### src/rtl/alu_pkg.sv
// Shared definitions for iter_alu: op codes, FSM states and iteration counter sizing.
// The optional multiply/divide unit is enabled by defining ITER_ALU_MULDIV_EN.
package alu_pkg;

    localparam logic [2:0] OP_AND  = 3'b000;
    localparam logic [2:0] OP_OR   = 3'b001;
    localparam logic [2:0] OP_ADD  = 3'b010;
    localparam logic [2:0] OP_MUL  = 3'b011;
    localparam logic [2:0] OP_DIVU = 3'b100;
    localparam logic [2:0] OP_REMU = 3'b101;
    localparam logic [2:0] OP_SUB  = 3'b110;
    localparam logic [2:0] OP_SLT  = 3'b111;

    typedef enum logic [1:0] {
        IDLE = 2'b00,
        BUSY = 2'b01,
        DONE = 2'b10
    } state_t;

    // Counter must hold values up to WIDTH.
    function automatic int cnt_width(input int width);
        return $clog2(width + 1);
    endfunction

    function automatic logic is_iter_op(input logic [2:0] op);
        case (op)
            OP_MUL, OP_DIVU, OP_REMU: is_iter_op = 1'b1;
            default:                  is_iter_op = 1'b0;
        endcase
    endfunction

endpackage

### src/rtl/iter_muldiv.sv
// Bit-serial unsigned multiply (shift-add) and restoring divide/remainder over WIDTH cycles.
// result is the combinational outcome of the final iteration, valid while done is high.
module iter_muldiv
    import alu_pkg::*;
#(
    parameter int WIDTH = 32
) (
    input  logic             clk,
    input  logic             rst_n,
    input  logic             start,
    input  logic [2:0]       op,
    input  logic [WIDTH-1:0] a,
    input  logic [WIDTH-1:0] b,
    output logic             done,
    output logic [WIDTH-1:0] result
);

    localparam int CW = cnt_width(WIDTH);

    logic [CW-1:0]    cnt_r;
    logic             run_r;
    logic [2:0]       op_r;
    logic [WIDTH-1:0] acc_r;
    logic [WIDTH-1:0] mcand_r;
    logic [WIDTH-1:0] mplier_r;
    logic [WIDTH-1:0] rem_r;
    logic [WIDTH-1:0] quo_r;
    logic [WIDTH-1:0] dvsr_r;

    logic [WIDTH-1:0] acc_nx_s;
    logic [WIDTH:0]   shifted_s;
    logic [WIDTH:0]   diff_s;
    logic             ge_s;
    logic [WIDTH-1:0] rem_nx_s;
    logic [WIDTH-1:0] quo_nx_s;
    logic             last_s;

    // One iteration step; a zero divisor naturally yields all-ones quotient and remainder = dividend.
    always_comb begin
        acc_nx_s  = mplier_r[0] ? (acc_r + mcand_r) : acc_r;
        shifted_s = {rem_r, quo_r[WIDTH-1]};
        diff_s    = shifted_s - {1'b0, dvsr_r};
        ge_s      = (shifted_s >= {1'b0, dvsr_r});
        rem_nx_s  = ge_s ? diff_s[WIDTH-1:0] : shifted_s[WIDTH-1:0];
        quo_nx_s  = {quo_r[WIDTH-2:0], ge_s};
        last_s    = run_r && (cnt_r == CW'(WIDTH - 1));
    end

    // Result selection for the final iteration.
    always_comb begin
        result = rem_nx_s;
        case (op_r)
            OP_MUL:  result = acc_nx_s;
            OP_DIVU: result = quo_nx_s;
            default: result = rem_nx_s;
        endcase
    end

    assign done = last_s;

    // Operand capture on start, then one iteration per cycle until WIDTH are done.
    always_ff @(posedge clk or negedge rst_n) begin
        if (!rst_n) begin
            cnt_r    <= {CW{1'b0}};
            run_r    <= 1'b0;
            op_r     <= 3'b000;
            acc_r    <= {WIDTH{1'b0}};
            mcand_r  <= {WIDTH{1'b0}};
            mplier_r <= {WIDTH{1'b0}};
            rem_r    <= {WIDTH{1'b0}};
            quo_r    <= {WIDTH{1'b0}};
            dvsr_r   <= {WIDTH{1'b0}};
        end else if (start) begin
            cnt_r    <= {CW{1'b0}};
            run_r    <= 1'b1;
            op_r     <= op;
            acc_r    <= {WIDTH{1'b0}};
            mcand_r  <= a;
            mplier_r <= b;
            rem_r    <= {WIDTH{1'b0}};
            quo_r    <= a;
            dvsr_r   <= b;
        end else if (run_r) begin
            cnt_r    <= cnt_r + CW'(1);
            run_r    <= ~last_s;
            acc_r    <= acc_nx_s;
            mcand_r  <= {mcand_r[WIDTH-2:0], 1'b0};
            mplier_r <= {1'b0, mplier_r[WIDTH-1:1]};
            rem_r    <= rem_nx_s;
            quo_r    <= quo_nx_s;
        end else begin
            run_r    <= 1'b0;
        end
    end

endmodule

### src/rtl/iter_alu.sv
// Handshaked ALU: single-cycle ADD/SUB/AND/OR/SLT plus, when ITER_ALU_MULDIV_EN is
// defined, iterative MUL/DIVU/REMU taking WIDTH cycles. Without it those codes return 0.
module iter_alu
    import alu_pkg::*;
#(
    parameter int WIDTH = 32
) (
    input  logic             clk,
    input  logic             rst_n,
    input  logic             in_valid,
    output logic             in_ready,
    input  logic [WIDTH-1:0] srcA,
    input  logic [WIDTH-1:0] srcB,
    input  logic [2:0]       ALU_control,
    output logic             out_valid,
    input  logic             out_ready,
    output logic [WIDTH-1:0] ALU_result,
    output logic             zero,
    output logic             busy
);

    state_t           state_r;
    state_t           state_nx_s;
    logic [WIDTH-1:0] result_r;
    logic [WIDTH-1:0] result_nx_s;
    logic             zero_r;
    logic [WIDTH-1:0] single_s;
    logic             in_ready_s;
    logic             accept_s;
    logic             iter_op_s;
    logic             md_done_s;
    logic [WIDTH-1:0] md_result_s;

`ifdef ITER_ALU_MULDIV_EN
    logic start_s;

    assign iter_op_s = is_iter_op(ALU_control);
    assign start_s   = accept_s && iter_op_s;

    iter_muldiv #(.WIDTH(WIDTH)) u_muldiv (
        .clk    (clk),
        .rst_n  (rst_n),
        .start  (start_s),
        .op     (ALU_control),
        .a      (srcA),
        .b      (srcB),
        .done   (md_done_s),
        .result (md_result_s)
    );
`else
    // BUSY is unreachable here; if ever entered it exits at once with a zero result.
    assign iter_op_s   = 1'b0;
    assign md_done_s   = 1'b1;
    assign md_result_s = {WIDTH{1'b0}};
`endif

    // Single-cycle datapath; unimplemented codes produce zero.
    always_comb begin
        single_s = {WIDTH{1'b0}};
        case (ALU_control)
            OP_ADD:  single_s = srcA + srcB;
            OP_SUB:  single_s = srcA - srcB;
            OP_AND:  single_s = srcA & srcB;
            OP_OR:   single_s = srcA | srcB;
            OP_SLT:  single_s = {{(WIDTH-1){1'b0}}, (srcA < srcB)};
            default: single_s = {WIDTH{1'b0}};
        endcase
    end

    // A DONE result being consumed frees the slot in the same cycle.
    always_comb begin
        in_ready_s = 1'b0;
        if (state_r == IDLE) begin
            in_ready_s = 1'b1;
        end else if (state_r == DONE) begin
            in_ready_s = out_ready;
        end else begin
            in_ready_s = 1'b0;
        end
        accept_s = in_valid && in_ready_s;
    end

    // Next-state and next-result logic.
    always_comb begin
        state_nx_s  = state_r;
        result_nx_s = result_r;
        case (state_r)
            IDLE, DONE: begin
                if (accept_s) begin
                    if (iter_op_s) begin
                        state_nx_s = BUSY;
                    end else begin
                        state_nx_s  = DONE;
                        result_nx_s = single_s;
                    end
                end else if ((state_r == DONE) && out_ready) begin
                    state_nx_s = IDLE;
                end else begin
                    state_nx_s = state_r;
                end
            end
            BUSY: begin
                if (md_done_s) begin
                    state_nx_s  = DONE;
                    result_nx_s = md_result_s;
                end else begin
                    state_nx_s = BUSY;
                end
            end
            default: state_nx_s = IDLE;
        endcase
    end

    // State, result and zero-flag registers.
    always_ff @(posedge clk or negedge rst_n) begin
        if (!rst_n) begin
            state_r  <= IDLE;
            result_r <= {WIDTH{1'b0}};
            zero_r   <= 1'b1;
        end else begin
            state_r  <= state_nx_s;
            result_r <= result_nx_s;
            zero_r   <= (result_nx_s == {WIDTH{1'b0}});
        end
    end

    assign in_ready   = in_ready_s;
    assign out_valid  = (state_r == DONE);
    assign ALU_result = result_r;
    assign zero       = zero_r;
`ifdef ITER_ALU_MULDIV_EN
    assign busy = (state_r == BUSY);
`else
    assign busy = 1'b0;
`endif

endmodule

### config.mk
export PLATFORM = sky130hd
export DESIGN_NAME = iter_alu
export DESIGN_NICKNAME = d
export VERILOG_FILES = /design/src/rtl/alu_pkg.sv /design/src/rtl/iter_muldiv.sv /design/src/rtl/iter_alu.sv
export SDC_FILE = /design/constraint.sdc
export NUM_CORES = 1
export LEC_CHECK = 0
export BUFFER_PORTS_ARGS = -buffer_cell sky130_fd_sc_hd__buf_2
export CAP_MARGIN = 20
export CORE_MARGIN = 4
export CORE_UTILIZATION = 27
export CTS_CLUSTER_DIAMETER = 120
export CTS_CLUSTER_SIZE = 24
export DETAILED_ROUTE_END_ITERATION = 10
export GPL_TIMING_DRIVEN = 1
export PLACE_DENSITY = 0.45
export SLEW_MARGIN = 20
export SYNTH_ARGS = -nofsm -noshare
export SYNTH_HDL_FRONTEND = slang
export SYNTH_SLANG_ARGS = --single-unit
### constraint.sdc
create_clock -name clk -period 6.4 [get_ports clk]
set_input_delay 1.92 -clock clk [delete_from_list [all_inputs] [get_ports clk]]
set_output_delay 1.92 -clock clk [all_outputs]
set_load 0.01 [all_outputs]
## Word level (Yosys, flattened, before mapping)

Index checks and enable logic that the tools add are counted.

| operators by class | value |
|---|---|
| reductions and logical operators | 6 |
| bitwise operators | 2 |
| magnitude comparators | 1 |
| muxes and demuxes | 8 |
| add/subtract/negate cells | 2 |
| eq/ne operators | 7 |

Operator list:

| cell | number |
|---|---|
| $pmux W32 S5 | 1 |
| $pmux W32 S2 | 1 |
| $add A32 B32 Y32 | 1 |
| $and A32 B32 Y32 | 1 |
| $logic_not A32 Y1 | 1 |
| $lt A32 B32 Y1 | 1 |
| $mux W32 | 1 |
| $or A32 B32 Y32 | 1 |
| $sub A32 B32 Y32 | 1 |
| $eq A3 B3 Y1 const B | 2 |
| $mux W2 | 2 |
| $pmux W2 S2 | 1 |
| $eq A3 B1 Y1 const B | 1 |
| $eq A3 B2 Y1 const B | 1 |
| $logic_not A3 Y1 | 1 |
| $ne A3 B3 Y1 const B | 1 |
| $eq A2 B1 Y1 const B | 1 |
| $eq A2 B2 Y1 const B | 1 |
| $logic_and A1 B1 Y1 | 2 |
| $logic_not A2 Y1 | 1 |
| $mux W1 | 2 |
| $reduce_or A2 Y1 | 1 |

| storage, ports and cells | value |
|---|---|
| register bits after elaboration | 35 |
| word-level logic and storage cells | 29 |

## Logic depth before layout (Yosys ltp)

| depth | value |
|---|---|
| depth in word-level cells | 7 |
| mapped depth | 14 |

## Worst setup path after synthesis

No wires, ideal clock.

| timing | value |
|---|---|
| path type | input -> register |
| from | input port srcA[0] |
| to | register zero_r, in the netlist zero |
| data arrival time | 5122 ps |
| path slack | 1188 ps |
| stages | 14 |
| setup time | 90 ps |
| path buffers | 0 |
| path through | inv_1 > ha_1 > fa_1 > or2_2 > a2111o_1 > a31oi_1 > a211oi_1 > xor2_1 > a221oi_1 > o21ai_0 > or3_1 > nor4_2 > nand4_1 > nor4_2 |

| on the way | value |
|---|---|
| longest elaborated chain between the ends | 5 |
| elaborated cells on any way between the ends | 9 |
| those cells by class | add/sub: 2; order compare: 1; mux: 3; bitwise: 2; reduce/logical: 1 |

RTL lines:

| what | line | source |
|---|---|---|
| start: declaration | iter_alu.sv:12 | `input logic [WIDTH-1:0] srcA,` |
| $sub A32 B32 Y32 or $add A32 B32 Y32 (tied branches) | iter_alu.sv:62, iter_alu.sv:61 |  |
| $pmux W32 S5 * | iter_alu.sv:60 | `case (ALU_control)` |
| $mux W32 * | iter_alu.sv:89 | `if (accept_s) begin` |
| $pmux W32 S2 * | iter_alu.sv:87 | `case (state_r)` |
| named net result_nx_s[16] | iter_alu.sv:25 | `logic [WIDTH-1:0] result_nx_s;` |
| $logic_not A32 Y1 * | iter_alu.sv:123 | `zero_r <= (result_nx_s == {WIDTH{1'b0}});` |
| end signal: assignment | iter_alu.sv:123 |  |
| end: declaration | iter_alu.sv:26 | `logic zero_r;` |

The timed path passes the listed nets; every way through them passes the cells marked *.
A chain may end at the register's enable or synchronous reset.

## Final worst setup path

| timing | value |
|---|---|
| from | input port srcA[0] |
| to | register zero_r, in the netlist zero |

| on the way | value |
|---|---|
| longest elaborated chain between the ends | 5 |
| elaborated cells on any way between the ends | 9 |
| those cells by class | add/sub: 2; order compare: 1; mux: 3; bitwise: 2; reduce/logical: 1 |

RTL lines:

| what | line | source |
|---|---|---|
| $sub A32 B32 Y32, or another cell as far along | iter_alu.sv:62 | `OP_SUB: single_s = srcA - srcB;` |
| $pmux W32 S5 * | iter_alu.sv:60 |  |
| $mux W32 * | iter_alu.sv:89 |  |
| $pmux W32 S2 * | iter_alu.sv:87 |  |
| named net result_nx_s[0] | iter_alu.sv:25 |  |
| $logic_not A32 Y1 * | iter_alu.sv:123 |  |

Marked as above.

==> impl_metrics.json <==
{
  "clock_latency_ns": 0.29,
  "drv_cap": 0,
  "synth_fp_nets": 1100,
  "fp-row-count": 56,
  "cts.path.max_buffers": 2,
  "hp-class": "reg -> reg",
  "end_kind": "register",
  "worstHoldStart": "ALU_result[10]",
  "ctsResizeCount": 0,
  "grt_pass1_vias": 6999,
  "status": "finished, final reports clean",
  "hold_depth": 2,
  "grt_remaining_overflow": 0,
  "grt_usage_pct": 19.6,
  "synth-edff-count": 0,
  "final_util_pct": 32.1,
  "post_cts_buffers": 0,
  "crit_path_cell_trace": "buf_2 -> inv_1 -> ha_1 -> fa_1 -> or2_2 -> a2111o_1 -> a31oi_1 -> a211oi_1 -> a22oi_1 -> and3_1 -> o21ai_0 -> or3_1 -> nor4_2 -> nand4_1 -> nor4_2",
  "n_fill_cell": 2684,
  "reg2regPathDepth": 11,
  "ys_ff_latch": 34,
  "drive_above_1_share_pct": 15.0,
  "route.met2.wl_um": 12000,
  "ff_latch_area_um2": 852,
  "syn_inst": 922,
  "multi_input_area_um2": 5140,
  "ctsHtreeMaxLevel": 2,
  "clock_skew_ns": 0.0113,
  "vdd_drop_max_mv": 0.0826,
  "cts_buffers": 5,
  "first_iter_violations": 683,
  "yosysSeqAreaShare_pct": 13.0,
  "clockRootBuffer": "clkbuf_16",
  "min_to": "ALU_result[10]",
  "syn_avg_cell_area_um2": 7.12,
  "critical_path_class": "in -> reg",
  "antenna_found_initial": 2,
  "synthesis.area_um2": 6570,
  "cts.sinks": 34,
  "cts_tree": "built",
  "dp_hpwl_um": 21700,
  "required_ns": 6.59,
  "die_area_um2": 26900,
  "clkTransAtPathRegs_ns": 0.05,
  "min_period_ns": 5.68,
  "critPathMaxStageDelay_ns": 0.43,
  "fin_crit_sh_pct": 88.7,
  "cellLeakagePower_nw": 3.61,
  "relSlewSlack_pct": 22.4,
  "max_freq_mhz": 176,
  "wire_per_inst_um": 20.5,
  "vias_per_cell": 5.53,
  "rsz0062_at_grt": "false",
  "critPathMaxFanout": 4,
  "io_buffers": 105,
  "met1Wirelength_um": 12900,
  "gp_congestion": 0.928,
  "vias": 7320,
  "placeableCoreArea_um2": 23700,
  "wirelength_um": 27200,
  "hold_violations": 0,
  "crit_top_cell": "nor4_2",
  "yosysUniqueCellTypes": 72,
  "rr_endpoint": "zero",
  "critPathArrivalTime_ns": 5.87,
  "grt_max_degree": 59,
  "hold_buffers": 0,
  "top_layer_used": "met5",
  "diodes": 0,
  "start_util_pct": 27.7,
  "drtPass1Iterations": 6,
  "dieWidth_um": 164,
  "r2r-start": "state_r[1]",
  "finalSetupTns_ns": 0,
  "nNetsFinal": 1182,
  "rrSetupSlack_ns": 2.97,
  "wl_met3_um": 1950,
  "ant_nets": 0,
  "grt_pass1_wl_um": 41400,
  "setup_violations": 0,
  "drc": 0,
  "ys_warn_count": 0,
  "synthArstFlopShare_pct": 100,
  "power.density_nw_per_um2": 157,
  "worst_pin_slew_ns": 1.16,
  "synthToLayoutAreaGrowth_pct": 15.6,
  "slew_viol_final": 0,
  "io_pins": 107,
  "ys.flop_type": "dfrtp_1",
  "die_h_um": 164,
  "cp_slowest_cell": "a2111o_1",
  "cp-start-kind": "primary input"
}
## layout make-up
class | instances | share of cell area (%)
Multi-Input combinational cell | 738 | 67.7
Timing Repair Buffer | 125 | 8.90
Tap cell | 319 | 5.26
Sequential cell | 34 | 11.2
Inverter | 100 | 4.94
Clock buffer | 8 | 1.93
## through the flow
stage	cell area, µm²	hold slack, ns	std cells	total power, mW	setup slack [ns]
after floorplan	6570	0.535	922	0.679	1.19
after global placement	7440	0.489	1316	0.927	0.594
after detailed placement	7440	0.507	1316	0.924	0.460
after CTS	7590	0.519	1324	1.18	0.750
after global routing	7590	0.546	1324	1.26	0.523
final	7590	0.515	1324	1.19	0.721
## worst max-delay path, delay by kind of cell
family / cells / cell delay [ns]
and+or+nand+nor: 6 / 1.62
AOI/OAI and AO/OA: 5 / 1.56
adders and majority gates: 2 / 0.61
buffers and inverters: 2 / 0.15
## layout by cell type, fill, tap and decap left out, types with 12 or more instances in the layout
cell / netlist / routed
a21oi_1: 86 / 86
nand3_1: 23 / 23
nand2b_1: 15 / 15
a31oi_1: 16 / 16
a21o_1: 18 / 18
a211oi_1: 12 / 12
o31ai_1: 14 / 14
buf_2: 6 / 105
nor2_1: 82 / 82
ha_1: 105 / 105
buf_4: 1 / 20
xnor2_1: 17 / 17
o21bai_1: 13 / 13
a2111oi_0: 13 / 13
o21ai_0: 47 / 47
nand2_1: 68 / 67
inv_1: 100 / 100
dfrtp_1: 33 / 33
nor3_1: 27 / 27
## report_power, final
| group | switching (mW) | internal, mW |
|---|---|---|
| Sequential | 0.0312 | 0.248 |
| Combinational | 0.414 | 0.237 |
| Clock | 0.106 | 0.156 |
## cells by family (layout without fill, tap and decap cells)
logic type | Yosys count | in the layout | share of synthesized area (%)
flip-flops | 34 | 34 | 13.0
AO/OA/AOI/OAI | 317 | 317 | 32.5
XOR/XNOR | 20 | 20 | 2.67
multiplexers | 9 | 9 | 1.37
adder cells (fa/ha/maj) | 107 | 107 | 20.6
AND/OR/NAND/NOR | 284 | 284 | 21.1
other | 1 | 1 | 0.0571
buffers and inverters | 150 | 233 | 8.75
## metal layers
| metal | global-route usage, % | up-vias |
|---|---|---|
| met5 | 0 | - |
| met1 | 28.8 | 3496 |
| li1 | - | 3497 |
| met2 | 31.4 | 293 |
| met4 | 3.05 | 2 |
| met3 | 2.28 | 32 |
## flip-flops by register name, summed over array words and instances, names as in the netlist
| name | cells |
|---|---|
| zero | 1 |
| ALU_result | 32 |
| state_r | 1 |
## worst max-delay path by stage
stage	end	slack [ns]	cells past startpoint	start
after floorplan	zero	1.19	14	srcA[0]
after global placement	zero	0.59	15	srcA[0]
after detailed placement	zero	0.46	15	srcA[0]
after CTS	zero	0.75	15	srcA[0]
after global routing	zero	0.52	15	srcA[0]
final	zero	0.72	15	srcA[0]
## cells in the mapped netlist (all sizes together), types with 4 or more instances
cell     count  share of area [%]
a2111o       4               0.69
clkbuf      37                2.1
a221oi       9                1.2
mux2i        9                1.4
a31oi       16                1.5
o22ai       10               0.95
or3          8               0.76
nor4        13                1.4
nand2b      15                1.4
a22oi        8               0.91
nand4        8               0.76
buf         13               0.91
nand2       68                3.9
o221ai       5               0.67
dfrtp       33                 13
and2         6               0.57
or2          5               0.48
o21ai       49                3.7
a2111oi     14                2.0
ha         105                 20
a211oi      12                1.4
o21bai      13                1.5
a21oi       86                6.6
nor2b        8               0.76
a21o        19                2.2
inv        100                5.7
xnor2       17                2.3
o31ai       14                1.6
o21a         7               0.80
o211ai      11                1.3
and3         5               0.50
a221o        5               0.76
nor3        27                2.1
a22o         5               0.67
nor2        83                4.8
nand3       24                1.9
No activity file was read; power rests on OpenSTA's default activity.
